### src/rtl/sumador_restador_serie_pkg.sv
// Shared constants for the serial adder-subtractor: FSM state encodings,
// operation mode codes and the packed status-flag record.
package sumador_restador_serie_pkg;

   // FSM state encodings
   localparam logic [1:0] EST_IDLE = 2'd0;
   localparam logic [1:0] EST_CALC = 2'd1;
   localparam logic [1:0] EST_DONE = 2'd2;

   // Operation select values for modo
   localparam logic MODO_SUMA  = 1'b0;
   localparam logic MODO_RESTA = 1'b1;

   // Status flags published alongside the result
   typedef struct packed {
      logic cOut;
      logic overflow;
      logic zero;
   } flags_t;

endpackage

### src/rtl/sumador_restador_serie_if.sv
// Request/response bundle of the serial adder-subtractor.
// master = requester (drives operands and start), slave = the arithmetic unit.
interface sumador_restador_serie_if #(parameter int WIDTH = 8);

   logic             start;
   logic             modo;
   logic [WIDTH-1:0] a;
   logic [WIDTH-1:0] b;
   logic             ready;
   logic             valid;
   logic [WIDTH-1:0] resultado;
   logic             c_out;
   logic             overflow;
   logic             zero;

   modport master (
      output start, modo, a, b,
      input  ready, valid, resultado, c_out, overflow, zero
   );

   modport slave (
      input  start, modo, a, b,
      output ready, valid, resultado, c_out, overflow, zero
   );

endinterface

### src/rtl/sumador_restador_serie_digito.sv
// DIGIT-wide ripple-carry slice. c_msb is the carry entering the top bit,
// which the parent uses on the last digit to derive signed overflow.
module sumador_digito #(
   parameter int DIGIT = 1
) (
   input  logic [DIGIT-1:0] a,
   input  logic [DIGIT-1:0] b,
   input  logic             ci,
   output logic [DIGIT-1:0] s,
   output logic             co,
   output logic             c_msb
);

   logic [DIGIT:0] suma;

   // Add the slice; the carry into the top bit is recovered from sum XOR operands
   always_comb begin
      suma  = {1'b0, a} + {1'b0, b} + {{DIGIT{1'b0}}, ci};
      s     = suma[DIGIT-1:0];
      co    = suma[DIGIT];
      c_msb = suma[DIGIT-1] ^ a[DIGIT-1] ^ b[DIGIT-1];
   end

endmodule

### src/rtl/sumador_restador_serie.sv
// Multi-cycle signed/unsigned adder-subtractor, DIGIT bits per clock.
// Subtraction is A + ~B + 1. Optional macro SUMRES_SATURACION_EN clamps the
// result to the signed limit when overflow is detected.
module sumador_restador_serie
   import sumador_restador_serie_pkg::*;
#(
   parameter int WIDTH = 8,
   parameter int DIGIT = 1
) (
   input  logic                    clk,
   input  logic                    rst_n,
   sumador_restador_serie_if.slave bus
);

   localparam int NDIG  = WIDTH / DIGIT;
   localparam int CNT_W = (NDIG > 1) ? $clog2(NDIG) : 1;
   localparam logic [CNT_W-1:0] CNT_LAST = CNT_W'(NDIG - 1);

   logic [1:0]       estado_q, estado_d;
   logic [WIDTH-1:0] opA_q, opA_d;
   logic [WIDTH-1:0] opB_q, opB_d;
   logic [WIDTH-1:0] acc_q, acc_d;
   logic             carry_q, carry_d;
   logic             cMsb_q, cMsb_d;
   logic [CNT_W-1:0] cnt_q, cnt_d;
   logic [WIDTH-1:0] res_q, res_d;
   flags_t           flags_q, flags_d;
   logic             valid_q, valid_d;

   logic [DIGIT-1:0] sliceS;
   logic             sliceCo;
   logic             sliceCmsb;
   logic [WIDTH-1:0] sliceExt;
   logic             ovfFinal;
   logic [WIDTH-1:0] resFinal;

   sumador_digito #(.DIGIT(DIGIT)) uDigito (
      .a     (opA_q[DIGIT-1:0]),
      .b     (opB_q[DIGIT-1:0]),
      .ci    (carry_q),
      .s     (sliceS),
      .co    (sliceCo),
      .c_msb (sliceCmsb)
   );

   // Widen the slice sum so it can be merged into the accumulator MSB end
   always_comb begin
      sliceExt              = '0;
      sliceExt[DIGIT-1:0]   = sliceS;
   end

   // Final result and overflow, with optional clamp to the signed limit
   always_comb begin
      ovfFinal = cMsb_q ^ carry_q;
      resFinal = acc_q;
`ifdef SUMRES_SATURACION_EN
      if (ovfFinal) begin
         resFinal = acc_q[WIDTH-1] ? {1'b0, {(WIDTH-1){1'b1}}}
                                   : {1'b1, {(WIDTH-1){1'b0}}};
      end
`endif
   end

   // Control FSM: latch operands, shift one digit per cycle, publish result
   always_comb begin
      estado_d = estado_q;
      opA_d    = opA_q;
      opB_d    = opB_q;
      acc_d    = acc_q;
      carry_d  = carry_q;
      cMsb_d   = cMsb_q;
      cnt_d    = cnt_q;
      res_d    = res_q;
      flags_d  = flags_q;
      valid_d  = 1'b0;
      case (estado_q)
         EST_IDLE: begin
            if (bus.start) begin
               opA_d    = bus.a;
               opB_d    = (bus.modo == MODO_RESTA) ? ~bus.b : bus.b;
               carry_d  = (bus.modo == MODO_RESTA);
               cMsb_d   = 1'b0;
               acc_d    = '0;
               cnt_d    = '0;
               estado_d = EST_CALC;
            end
         end
         EST_CALC: begin
            opA_d   = opA_q >> DIGIT;
            opB_d   = opB_q >> DIGIT;
            acc_d   = (acc_q >> DIGIT) | (sliceExt << (WIDTH - DIGIT));
            carry_d = sliceCo;
            cMsb_d  = sliceCmsb;
            cnt_d   = cnt_q + CNT_W'(1);
            if (cnt_q == CNT_LAST) begin
               estado_d = EST_DONE;
            end
         end
         EST_DONE: begin
            res_d            = resFinal;
            flags_d.cOut     = carry_q;
            flags_d.overflow = ovfFinal;
            flags_d.zero     = (resFinal == '0);
            valid_d          = 1'b1;
            estado_d         = EST_IDLE;
         end
         default: begin
            estado_d = EST_IDLE;
         end
      endcase
   end

   // State registers; reset aborts any operation in flight
   always_ff @(posedge clk or negedge rst_n) begin
      if (!rst_n) begin
         estado_q <= EST_IDLE;
         opA_q    <= '0;
         opB_q    <= '0;
         acc_q    <= '0;
         carry_q  <= 1'b0;
         cMsb_q   <= 1'b0;
         cnt_q    <= '0;
         res_q    <= '0;
         flags_q  <= '0;
         valid_q  <= 1'b0;
      end else begin
         estado_q <= estado_d;
         opA_q    <= opA_d;
         opB_q    <= opB_d;
         acc_q    <= acc_d;
         carry_q  <= carry_d;
         cMsb_q   <= cMsb_d;
         cnt_q    <= cnt_d;
         res_q    <= res_d;
         flags_q  <= flags_d;
         valid_q  <= valid_d;
      end
   end

   assign bus.ready     = (estado_q == EST_IDLE);
   assign bus.valid     = valid_q;
   assign bus.resultado = res_q;
   assign bus.c_out     = flags_q.cOut;
   assign bus.overflow  = flags_q.overflow;
   assign bus.zero      = flags_q.zero;

endmodule

### src/flat_wrapper.sv
// flat-port wrapper written by rule: the top's interface ports become plain ports
module sumador_restador_serie_flat import sumador_restador_serie_pkg::*;
#(
   parameter int WIDTH = 8,
   parameter int DIGIT = 1
)
  (clk, rst_n, bus_start, bus_modo, bus_a, bus_b, bus_ready, bus_valid, bus_resultado, bus_c_out, bus_overflow, bus_zero);
  sumador_restador_serie_if #(.WIDTH(WIDTH)) bus_i ();
  input  logic clk;
  input  logic rst_n;
  input wire logic [$bits(bus_i.start)-1:0] bus_start;
  input wire logic [$bits(bus_i.modo)-1:0] bus_modo;
  input wire logic [$bits(bus_i.a)-1:0] bus_a;
  input wire logic [$bits(bus_i.b)-1:0] bus_b;
  output wire logic [$bits(bus_i.ready)-1:0] bus_ready;
  output wire logic [$bits(bus_i.valid)-1:0] bus_valid;
  output wire logic [$bits(bus_i.resultado)-1:0] bus_resultado;
  output wire logic [$bits(bus_i.c_out)-1:0] bus_c_out;
  output wire logic [$bits(bus_i.overflow)-1:0] bus_overflow;
  output wire logic [$bits(bus_i.zero)-1:0] bus_zero;
  assign bus_i.start = bus_start;
  assign bus_i.modo = bus_modo;
  assign bus_i.a = bus_a;
  assign bus_i.b = bus_b;
  assign bus_ready = bus_i.ready;
  assign bus_valid = bus_i.valid;
  assign bus_resultado = bus_i.resultado;
  assign bus_c_out = bus_i.c_out;
  assign bus_overflow = bus_i.overflow;
  assign bus_zero = bus_i.zero;
  sumador_restador_serie #(.WIDTH(WIDTH), .DIGIT(DIGIT)) u_core (.clk(clk), .rst_n(rst_n), .bus(bus_i));
endmodule
### config.mk
export PLATFORM = sky130hd
export DESIGN_NAME = sumador_restador_serie_flat
export DESIGN_NICKNAME = d
export VERILOG_FILES = /design/src/rtl/sumador_restador_serie_pkg.sv /design/src/rtl/sumador_restador_serie_if.sv /design/src/rtl/sumador_restador_serie_digito.sv /design/src/rtl/sumador_restador_serie.sv /design/src/flat_wrapper.sv
export SDC_FILE = /design/constraint.sdc
export NUM_CORES = 1
export LEC_CHECK = 0
export BUFFER_PORTS_ARGS = -buffer_cell sky130_fd_sc_hd__buf_2
export CORE_UTILIZATION = 49
export DETAILED_ROUTE_END_ITERATION = 16
export GPL_TIMING_DRIVEN = 0
export MAX_ROUTING_LAYER = met4
export PLACE_DENSITY = 0.8
export REMOVE_ABC_BUFFERS = 1
export SETUP_SLACK_MARGIN = 0.4
export SLEW_MARGIN = 20
export SYNTH_ARGS = -nofsm -noshare
export SYNTH_HDL_FRONTEND = slang
export SYNTH_SLANG_ARGS = --single-unit
### constraint.sdc
create_clock -name clk -period 1.3 [get_ports clk]
set_clock_uncertainty 0.2 [all_clocks]
set_input_delay 0.26 -clock clk [delete_from_list [all_inputs] [get_ports clk]]
set_output_delay 0.26 -clock clk [all_outputs]
set_load 0.01 [all_outputs]
# Word-level counts from Yosys, hierarchy flattened

Index checks and enable logic that the tools add are counted.

Add/sub/neg operators: 3
Multipliers: 0
Div/mod/pow operators: 0
Order comparisons: 0
Eq/ne operators: 5
Shifts and indexed selects: 0
Muxes and demuxes: 17
Bitwise logic cells: 5
Reduce and logical (&&, ||, !) cells: 5

Operator list:

| kind                | number |
|---|---|
| $pmux 8 s2          | 3 |
| $mux 8              | 4 |
| $logic_not 8->1     | 1 |
| $not 8->8           | 1 |
| $or 7x8->8          | 1 |
| $pmux 3 s2          | 1 |
| $mux 2              | 2 |
| $pmux 1 s2          | 2 |
| $pmux 2 s2          | 1 |
| $reduce_and 2->1    | 2 |
| $add 3x1->3 const B | 1 |
| $eq 3x3->1 const B  | 1 |
| $mux 1              | 3 |
| $mux 3              | 1 |
| $xor 1x1->1         | 3 |
| $add 1x1->2         | 1 |
| $add 2x1->2         | 1 |
| $eq 2x1->1 const B  | 1 |
| $eq 2x2->1 const B  | 1 |
| $logic_not 2->1     | 1 |
| $ne 2x1->1 const B  | 1 |
| $ne 2x2->1 const B  | 1 |
| $reduce_bool 2->1   | 1 |

Flip-flop bits (word level): 43
Bits in latches: 0
Memory bits (writable): 0
Memory bits (read-only): 0
Bits of input ports: 20
Output and inout bits: 13
Word-level logic and storage cells: 47
Memories kept: 0

# Logic depth before layout (Yosys ltp)

Gate-level depths: netlist of run 1.

Word-level depth: 5
Mapped depth: 5
Depth with buffers taken out: 4

# By module

Synthesis of run 1 repeated with hierarchy kept, for this count alone.

Cells, all modules: 160
Area total of the unflattened synthesis: 1906.8 um^2

By module, submodules not included:

| module                 | times used | cells an instance | area an instance (um^2) |
|---|---|---|---|
| sumador_restador_serie | 1          | 158               | 1863.0 |
| sumador_digito         | 1          | 2                 | 43.8 |

# Least setup slack after synthesis of run 1

No wires, ideal clock.

Path kind: register -> register
From: reg u_core.estado_q[1]
To: reg u_core.opB_q[4]
Setup time: 0.126 ns
Data arrival time: 1.128 ns
Required time: 0.974 ns
Path slack: -0.155 ns
Stages on the path, launching flop included: 4
Path buffers: 1
Clock period less this slack: 1.455 ns
Cell sequence: dfrtp_1 -> buf_2 -> o21bai_2 -> a221o_2

Longest elaborated chain between the ends: 3

Ends and longest elaborated chain:

| element                                                          | line                          | RTL |
|---|---|---|
| start: declaration                                               | sumador_restador_serie.sv:19  | `logic [1:0] estado_q, estado_d;` |
| start signal: assignment                                         | sumador_restador_serie.sv:127 | `estado_q <= estado_d;` |
| $eq 2x1->1 or $logic_not 2->1 (tied branches)                    | sumador_restador_serie.sv:76  | `case (estado_q)` |
| $reduce_bool 2->1 (no source line) or $ne 2x2->1 (tied branches) | --                            |  |
| $reduce_and 2->1 (no source line)                                | --                            |  |
| end signal: assignment                                           | sumador_restador_serie.sv:129 | `opB_q <= opB_d;` |
| end: declaration                                                 | sumador_restador_serie.sv:21  | `logic [WIDTH-1:0] opB_q, opB_d;` |

Parallel ways exist; a longest one is shown, timed or not.
A chain may end at the register's enable or synchronous reset.

# Final worst setup path of run 1

From: reg u_core.estado_q[0]
To: out bus_ready

Longest elaborated chain between the ends: 1

Ends and longest elaborated chain:

| element          | line                          | RTL |
|---|---|---|
| $logic_not 2->1  | sumador_restador_serie.sv:140 | `assign bus.ready = (estado_q == EST_IDLE);` |
| end: declaration | flat_wrapper.sv:15            | `output wire logic [$bits(bus_i.ready)-1:0] bus_ready;` |

Every way passes these cells.

==> metrics, run 1 <==
outcome=finished with violations; failing checks=negative hold slack, negative setup slack; syn avg cell area=11.2 um2; Cell Chain, Critical Path=nor2_1 > buf_2; Arr. time, crit path=1.07 ns; Period minus WS final=1.53 ns; Main synth FF type=dfrtp_1; clock root cell=clkbuf_8; GR Layer Usage met2=43.0%; Row Count=22; global route overflow=0; Ys Warns=0; Hold WS=-0.276 ns; HPWL after detailed placement=2270 um; commonest cells in the netlist=dfrtp_1, nand2_1, o21ai_0; switching share of power=36.0%; Non-Filler Instances=273; top post-synthesis cells by area=dfrtp_1, mux2_2, a22o_1; global-route wire length before repair=7530 um; slowest CP cell=dfrtp_4; met1 Resource Use GR=28.9%; final hold violations=43; clock transition at the registers of the reported paths=0.08 ns; initial antenna violation count=0; layout overhead on the synthesized area=31.7%; drt first pass iters=4; period utilization=118%; number of max-cap violations=0; via count=1,532; Comb power frac=42.8%; layout cell share with drive strength beyond 1=44.0%; Crit Path Category=flop to output pin; Die W=64.8 um; power density over the cells=2180 nW/um2; Distinct cells, synth=28; clock sinks=43; Synth area leader=dfrtp_1; Syn Inst Count=172; clock group share of total power=15.8%; largest net degree at the start of global routing=44; worst stage delay on the critical path=0.54 ns; DR WL/cell=17.4 um; crit start category=flop; CTS H-tree depth=2; leakage power total=1.23 nW; Internal Power=3.55 mW; post-synthesis sequential area ratio=55.7%; WP data required=0.84 ns; overall routing resource usage=25.2%; # setup viols final=42; ant diodes=0; GPL Wtd Cong=0.761; met3 GRT Util=6.51%; Min-Delay Path Class=primary input to asynchronous set/reset pin; antenna viol nets, final=0; Pins Over Slew Limit=0; EDFF count, synth=0; Finished Core Util=68.5%; number of synthesized register bits=43; DRC Markers=0; final layout net count=248; drt total wl=4740 um; vias in the first global route=1,570; Worst Tran Pin Value=0.528 ns; Port Buffers=32; Worst Path Max Fanout=8; via/cell ratio=5.61; drt initial violations=126; f_max=653 MHz; Die Y-Extent=64.8 um; die area=4200 um2; number of buffers created by CTS=5; Post-Syn Area=1930 um2; total power=5.55 mW; Initial Utilization=52.0%; worst skew pair latency=0.31 ns; sequential share of power=41.4%; core area=3720 um2; sw power=2.00 mW; Synth async-reset ratio=100%; CP endpoint kind=output pin; Max clock buf depth=2; peak supply drop=0.992 mV; pre-CTS setup slack=-0.807 ns; count leader, synth=dfrtp_1; RSZ-0062 raised after global routing=true; GRT Max-Usage Layer=met2; Boundary Pins=33; final setup margin=-0.231 ns; Slew Limit Headroom=64.8%; TritonCTS clock tree=built; post-synth top area share=55.7%; placed cell count=239
-- sequential cells by signal (all words and copies together) (netlist names), 2 cells and up --
signal	count
u_core.acc_q	8
u_core.opA_q	8
u_core.estado_q	2
u_core.opB_q	8
u_core.cnt_q	3
u_core.bus.resultado	8
-- kinds of logic (layout without fill, tap and decap cells) --
| group | after synthesis | after routing | share of synthesized area [%] |
|---|---|---|---|
| xor+xnor | 9 | 9 | 4.08 |
| compound gates | 55 | 55 | 19.5 |
| fa+ha+maj | 3 | 3 | 2.33 |
| flops | 43 | 43 | 55.7 |
| buf+inv | 17 | 66 | 4.27 |
| mux | 8 | 8 | 4.66 |
| simple gates | 37 | 41 | 9.46 |
-- power groups by stage --
| stage | Combinational, mW | Clock [mW] | Sequential (mW) |
|---|---|---|---|
| 5_1_grt | 2.57 | 0.957 | 2.35 |
| 4_1_cts | 2.15 | 0.869 | 2.26 |
| 6_report | 2.38 | 0.880 | 2.30 |
| 2_1_floorplan | 0.965 | 0 | 2.27 |
| 3_5_place_dp | 1.45 | 0 | 2.32 |
| 3_3_place_gp | 1.38 | 0 | 2.30 |
-- through the flow --
stage | cell area, um2 | TNS [ns]
final | 2540 | -6.17
after global placement | 2080 | -37.74
after detailed placement | 2090 | -29.72
after CTS | 2490 | -5.65
after floorplan | 1860 | -17.90
after global routing | 2540 | -7.78
-- final cells by class --
class	instances	area (um2)
Fill cell	285	1170
Tap cell	48	60.1
Multi-Input combinational cell	116	925
Sequential cell	43	1080
Clock inverter	1	5.00
Inverter	4	15.0
Clock buffer	6	82.6
Timing Repair Buffer	55	374
-- worst paths after layout --
kind                                    startpoint  depth (start not counted)  slack, ns                       to
setup / recovery                u_core.estado_q[0]                          2      -0.23                bus_ready
hold / removal                               rst_n                          1      -0.28          u_core.opA_q[2]
setup reg to reg                u_core.estado_q[1]                          4      -0.22          u_core.opB_q[4]
hold reg to reg            u_core.bus.resultado[6]                          1       0.31  u_core.bus.resultado[6]
max in group asynchronous                    rst_n                          1       0.76       u_core.estado_q[0]
min in group clk                          bus_a[7]                          3       0.02          u_core.opA_q[7]
-- layout by cell type (no fill, tap or decap) --
master,Yosys,layout
nand2_2,0,4
and2b_1,1,1
nor4_1,2,2
clkinv_2,0,1
mux2_2,8,8
a2bb2oi_2,0,1
a21oi_2,0,1
nand2_1,18,14
nor2b_4,0,5
a221o_2,1,1
inv_1,4,1
o21ai_1,1,13
ha_2,0,1
o21ai_0,15,3
o21bai_4,0,1
xor2_1,1,1
o211ai_1,3,3
o221ai_2,0,3
nand2b_4,0,3
nor2b_1,9,7
a22oi_1,10,7
nor2_1,3,3
a22o_1,9,9
dfrtp_4,0,2
fa_1,1,1
buf_6,1,7
a22oi_2,0,3
xnor2_1,8,8
inv_2,0,3
a2bb2oi_1,3,2
ha_1,2,1
buf_12,0,1
a21oi_1,9,8
and2_1,1,1
clkbuf_8,0,6
dfrtp_1,43,41
buf_2,9,31
or3b_4,0,1
buf_4,0,16
-- critical path: cells and delay by family (launching register included) --
family / cells / cell delay, ns
buffers and inverters: 1 / 0.13
DFF: 1 / 0.54
and+or+nand+nor: 1 / 0.10
-- routing by layer --
metal,up-vias,part of all wire (%)
met3,7,4.1
met5,-,0
li1,725,-
met2,45,54
met4,0,1.7
met1,755,40
-- what timing repair did --
action / CTS / global route
resized for setup: 43 / 12
buffers inserted: 20 / 3
setup endpoints to repair: 99 / 56
hold endpoints to repair: 43 / 43
gates cloned: 4 / 0
pin swaps: 8 / 4
No activity file was read; power rests on OpenSTA's default activity.
==> run 2, diff against run 1 <==
Settings changed: CORE_MARGIN set to 2.
==> run 2 against run 1 <==
  * The run still ends with negative hold slack, negative setup slack left
  * Sequential power barely moved
  * Core utilization is 4.7 points higher
  * Hold slack improved by 0.011 ns
  * Die area is 6.3% higher
  * Fmax down 0.14%
  * Routed wire length is 4.8% higher
  * Sequential share of layout area is 2.7 points lower
  * Clock power is 39% higher
  * Non-clock buffer count up 8
  * Worst setup slack worse by 0.0021 ns
  * Clock-buffer cell count unchanged
  * Critical endpoint unchanged
==> metrics, run 2 (synthesized netlist as in run 1, its figures left out) <==
Row Count=22 (unchanged); Non-Filler Instances=281 (was 273); sequential share of power=37.9% (was 41.4%); Max clock buf depth=2 (unchanged); # setup viols final=43 (was 42); fillers=267 (was 285); overall routing resource usage=24.7% (was 25.2%); DRC Markers=0 (unchanged); Die Y-Extent=66.8 um (was 64.8 um); antenna viol nets, final=0 (unchanged); TritonCTS clock tree=built (unchanged); CTS H-tree depth=2 (unchanged); DR WL/cell=17.7 um (was 17.4 um); layout cell share with drive strength beyond 1=45.9% (was 44.0%); outcome=finished with violations (unchanged); Crit Path Category=flop to output pin (unchanged); initial antenna violation count=0 (unchanged); drt total wl=4970 um (was 4740 um); Min-Delay Path Class=primary input to asynchronous set/reset pin (unchanged); drt first pass iters=4 (unchanged); HPWL after detailed placement=2300 um (was 2270 um); Port Buffers=32 (unchanged); reg2reg path depth=3 (was 4); clock sinks=43 (unchanged); switching share of power=33.8% (was 36.0%); via count=1,618 (was 1,532); sw power=2.06 mW (was 2.00 mW); period utilization=118% (about the same); clock transition at the registers of the reported paths=0.08 ns (about the same); Period minus WS final=1.53 ns (about the same); CP endpoint kind=output pin (unchanged); Internal Power=4.05 mW (was 3.55 mW); Hold WS=-0.266 ns (was -0.276 ns); final hold violations=43 (unchanged); Boundary Pins=33 (unchanged); vias in the first global route=1,605 (was 1,570); Die W=66.8 um (was 64.8 um); Slew Limit Headroom=64.9% (was 64.8%); worst skew pair latency=0.30 ns (was 0.31 ns); Comb power frac=42.0% (was 42.8%); RR Startpoint=u_core.estado_q[1] (unchanged); Worst Tran Pin Value=0.527 ns (was 0.528 ns); layout overhead on the synthesized area=40.7% (was 31.7%); Initial Utilization=52.0% (unchanged); via/cell ratio=5.76 (was 5.61); GPL Wtd Cong=0.757 (was 0.761); clock root cell=clkbuf_8 (unchanged); power density over the cells=2250 nW/um2 (was 2180 nW/um2); most common cell after layout, fill and taps aside=dfrtp_1 (unchanged); Worst Path Max Fanout=6 (was 8); critical path launch point=u_core.estado_q[0] (unchanged); f_max=652 MHz (was 653 MHz); drt initial violations=105 (was 126); final setup margin=-0.233 ns (was -0.231 ns); peak supply drop=1.22 mV (was 0.992 mV); leakage power total=1.30 nW (was 1.23 nW); crit start category=flop (unchanged); total power=6.11 mW (was 5.55 mW); global route overflow=0 (unchanged); number of max-cap violations=0 (unchanged); clock group share of total power=20.0% (was 15.8%); die area=4460 um2 (was 4200 um2); Fin Setup TNS=-7.12 ns (was -6.17 ns); global-route wire length before repair=7760 um (was 7530 um); most frequent cells in the layout=dfrtp_1, buf_2, buf_6 (was dfrtp_1, buf_2, buf_4); core area=3720 um2 (unchanged); largest net degree at the start of global routing=44 (unchanged); placed cell count=239 (unchanged); final layout net count=255 (was 248); Pins Over Slew Limit=0 (unchanged); RSZ-0062 raised after global routing=true (unchanged); Arr. time, crit path=1.07 ns (about the same); WP data required=0.84 ns (about the same); ant diodes=0 (unchanged); number of buffers created by CTS=5 (unchanged); failing checks=negative hold slack, negative setup slack (unchanged)
## run 2: path summary, 6_finish.rpt
path / slack, ns / to
worst min-delay path: -0.27 / u_core.cMsb_q
min in group clk: 0.02 / u_core.opA_q[1]
worst max register to register: -0.21 / u_core.bus.resultado[7]
max in group asynchronous: 0.76 / u_core.estado_q[0]
worst max-delay path: -0.23 / bus_ready
worst min register to register: 0.29 / u_core.cnt_q[0]
## run 2: power by group through the flow
stage	combinational (mW)	clock, mW	sequential [mW]
floorplan	0.965	0	2.27
global placement	1.37	0	2.31
detailed placement	1.44	0	2.33
CTS	2.31	1.23	2.27
global route	2.78	1.30	2.37
finish	2.57	1.22	2.32
## run 2: per-layer routing
metal | up-vias | GRT usage (%) | share of wire (%)
li1 | 735 | - | -
met1 | 811 | 29.8 | 40
met2 | 60 | 39.3 | 52
met3 | 12 | 4.73 | 5.0
met4 | 0 | 13.8 | 2.5
met5 | - | - | 0
## run 2: worst max-delay path, cell delays in order (launching register included)
cell     delay [ns]
dfrtp_4        0.53
nor2_1         0.11
buf_2          0.13
## run 2: repair_timing
item	CTS	global route
buffers inserted	26	5
gates cloned	3	0
endpoints found under the hold margin	43	43
resized for setup	48	22
setup endpoints to repair	99	56
pin swaps	7	3
## run 2: cell type report
| type | instances | area (um2) | area share [%] |
|---|---|---|---|
| clock buffer | 6 | 72.6 | 2.67 |
| clock inverter | 2 | 60.1 | 2.21 |
| inverter | 4 | 15.0 | 0.552 |
| multi-input combinational | 115 | 930 | 34.2 |
| sequential | 43 | 1080 | 39.9 |
| tap | 48 | 60.1 | 2.21 |
| timing repair buffer | 63 | 498 | 18.3 |
## run 2: metrics by stage
step / setup WS [ns] / util (%) / hold slack, ns / area [um2]
after CTS: -0.235 / 70.3 / -0.256 / 2610
after floorplan: -0.613 / - / -0.236 / 1860
final: -0.233 / 73.2 / -0.266 / 2720
after global placement: -1.16 / 56.1 / 0.251 / 2080
after detailed placement: -0.829 / 56.2 / 0.247 / 2090
after global routing: -0.257 / 73.2 / -0.227 / 2720
==> run 3, diff against run 2 <==
Settings changed: RECOVER_POWER set to 50.
==> run 3 against run 2 <==
  * The flow still finishes with violations (negative hold slack, negative setup slack)
  * Sequential cell count did not move
  * Design area barely moved
  * Die area did not move
  * Critical path depth did not move
  * Cell count did not move
  * Power barely moved
  * Core utilization fell by 0.067 points
  * Clock-buffer cell count did not move
  * Sequential share of layout area barely moved
  * Via count barely moved
  * Fmax did not move
==> metrics, run 3 (synthesized netlist as in run 1, its figures left out) <==
crit start category=flop (unchanged); Slew Limit Headroom=30.7% (was 64.9%); leakage power total=1.30 nW (about the same); RSZ-0062 raised after global routing=true (unchanged); vias in the first global route=1,605 (unchanged); CP endpoint kind=output pin (unchanged); drt first pass iters=4 (unchanged); period utilization=118% (unchanged); Initial Utilization=52.0% (unchanged); TritonCTS clock tree=built (unchanged); Boundary Pins=33 (unchanged); GPL Wtd Cong=0.757 (unchanged); Die Y-Extent=66.8 um (unchanged); final hold violations=43 (unchanged); Worst Tran Pin Value=1.04 ns (was 0.527 ns); slowest CP cell=dfrtp_4 (unchanged); r2r endpoint=u_core.bus.resultado[7] (unchanged); Period minus WS final=1.53 ns (unchanged); ant diodes=0 (unchanged); WP data required=0.84 ns (about the same); drt initial violations=105 (unchanged); overall routing resource usage=24.7% (unchanged); via count=1,617 (was 1,618); outcome=finished with violations (unchanged); number of buffers created by CTS=5 (unchanged); RR Startpoint=u_core.estado_q[1] (unchanged); R2R setup slack=-0.21 ns (about the same); worst skew pair latency=0.30 ns (about the same); core area=3720 um2 (unchanged); Row Count=22 (unchanged); power density over the cells=2250 nW/um2 (about the same); drt total wl=4960 um (was 4970 um); Min-Delay Path Class=primary input to asynchronous set/reset pin (unchanged); Worst Path Max Fanout=6 (unchanged); clock transition at the registers of the reported paths=0.08 ns (about the same); via/cell ratio=5.75 (was 5.76); fillers=267 (unchanged); worst stage delay on the critical path=0.53 ns (about the same); layout cell share with drive strength beyond 1=45.9% (unchanged); Storage cell area=1080 um2 (unchanged); number of max-cap violations=0 (unchanged); largest net degree at the start of global routing=44 (unchanged); Arr. time, crit path=1.07 ns (about the same); antenna viol nets, final=0 (unchanged); global-route wire length before repair=7760 um (unchanged); die area=4460 um2 (unchanged); most common cell after layout, fill and taps aside=dfrtp_1 (unchanged); failing checks=negative hold slack, negative setup slack (unchanged); reg2reg path depth=3 (unchanged); clock sinks=43 (unchanged); layout overhead on the synthesized area=40.6% (was 40.7%); Max clock buf depth=2 (unchanged); Fin Setup TNS=-7.11 ns (was -7.12 ns); Pins Over Slew Limit=0 (unchanged); f_max=652 MHz (unchanged); Crit Path Category=flop to output pin (unchanged); DR WL/cell=17.7 um (about the same); Die W=66.8 um (unchanged); Hold WS=-0.0707 ns (was -0.266 ns); final layout net count=255 (unchanged); Cell Chain, Critical Path=nor2_1 > buf_2 (unchanged); most frequent cells in the layout=dfrtp_1, buf_2, buf_6 (unchanged); Multi-input gate area=930 um2 (unchanged); peak supply drop=1.22 mV (about the same); final setup margin=-0.233 ns (unchanged); pre-CTS setup slack=-0.829 ns (unchanged); initial antenna violation count=0 (unchanged); global route overflow=0 (unchanged); DRC Markers=0 (unchanged); HPWL after detailed placement=2300 um (unchanged); CTS H-tree depth=2 (unchanged); clock root cell=clkbuf_8 (unchanged); Port Buffers=32 (unchanged); # setup viols final=43 (unchanged)
run 3: cell count changes in the layout (fill, tap and decap cells not counted), sizes merged:
| cell | change |
|---|---|
| buf | -1 |
| clkbuf | +1 |
run 3: layout make-up:
class | count | share of cell area, %
timing repair buffer | 63 | 18.2
clock buffer | 6 | 2.67
tap | 48 | 2.21
multi-input combinational | 115 | 34.2
inverter | 4 | 0.553
clock inverter | 2 | 2.21
sequential | 43 | 39.9
run 3: timing repair:
item / 4_1_cts / 5_1_grt
setup endpoints to repair: 99 / 56
cloned: 3 / 0
pin swaps: 7 / 3
hold endpoints to repair: 43 / 43
resized for setup: 48 / 22
setup buffers: 26 / 5
run 3: how the worst max path moves through the flow:
stage	startpoint	end	slack, ns	cells past startpoint
floorplan	u_core.estado_q[0]	u_core.opB_q[4]	-0.61	2
global placement	u_core.estado_q[0]	u_core.opB_q[5]	-1.16	3
detailed placement	u_core.estado_q[0]	u_core.opB_q[5]	-0.83	3
CTS	u_core.estado_q[1]	bus_ready	-0.24	2
global route	u_core.estado_q[0]	bus_ready	-0.26	2
finish	u_core.estado_q[0]	bus_ready	-0.23	2
run 3: metrics by stage:
stage	hold slack (ns)	area (um2)	power (mW)	cells	utilization, %
after floorplan	-0.236	1860	3.23	159	-
after global routing	0.0156	2720	6.46	281	73.1
after global placement	0.251	2080	3.68	239	56.1
final	-0.0707	2720	6.11	281	73.1
after detailed placement	0.247	2090	3.77	239	56.2
after CTS	-0.256	2610	5.81	276	70.3
run 3: critical path, delay by kind of cell, from the launching register on:
| family | cells | cell delay (ns) |
|---|---|---|
| buffers and inverters | 1 | 0.13 |
| flip-flops | 1 | 0.53 |
| AND/OR/NAND/NOR | 1 | 0.11 |
run 3: power breakdown:
group | total [mW] | internal, mW | switching, mW
clock | 1.22 | 0.768 | 0.457
combinational | 2.57 | 1.41 | 1.16
sequential | 2.32 | 1.87 | 0.449
run 3: per-layer routing:
layer | up-vias | routed length [um] | GRT usage, %
met5 | - | 0 | -
met4 | 0 | 125 | 13.8
met3 | 12 | 246 | 4.73
met2 | 60 | 2580 | 39.3
met1 | 810 | 2010 | 29.8
li1 | 735 | - | -
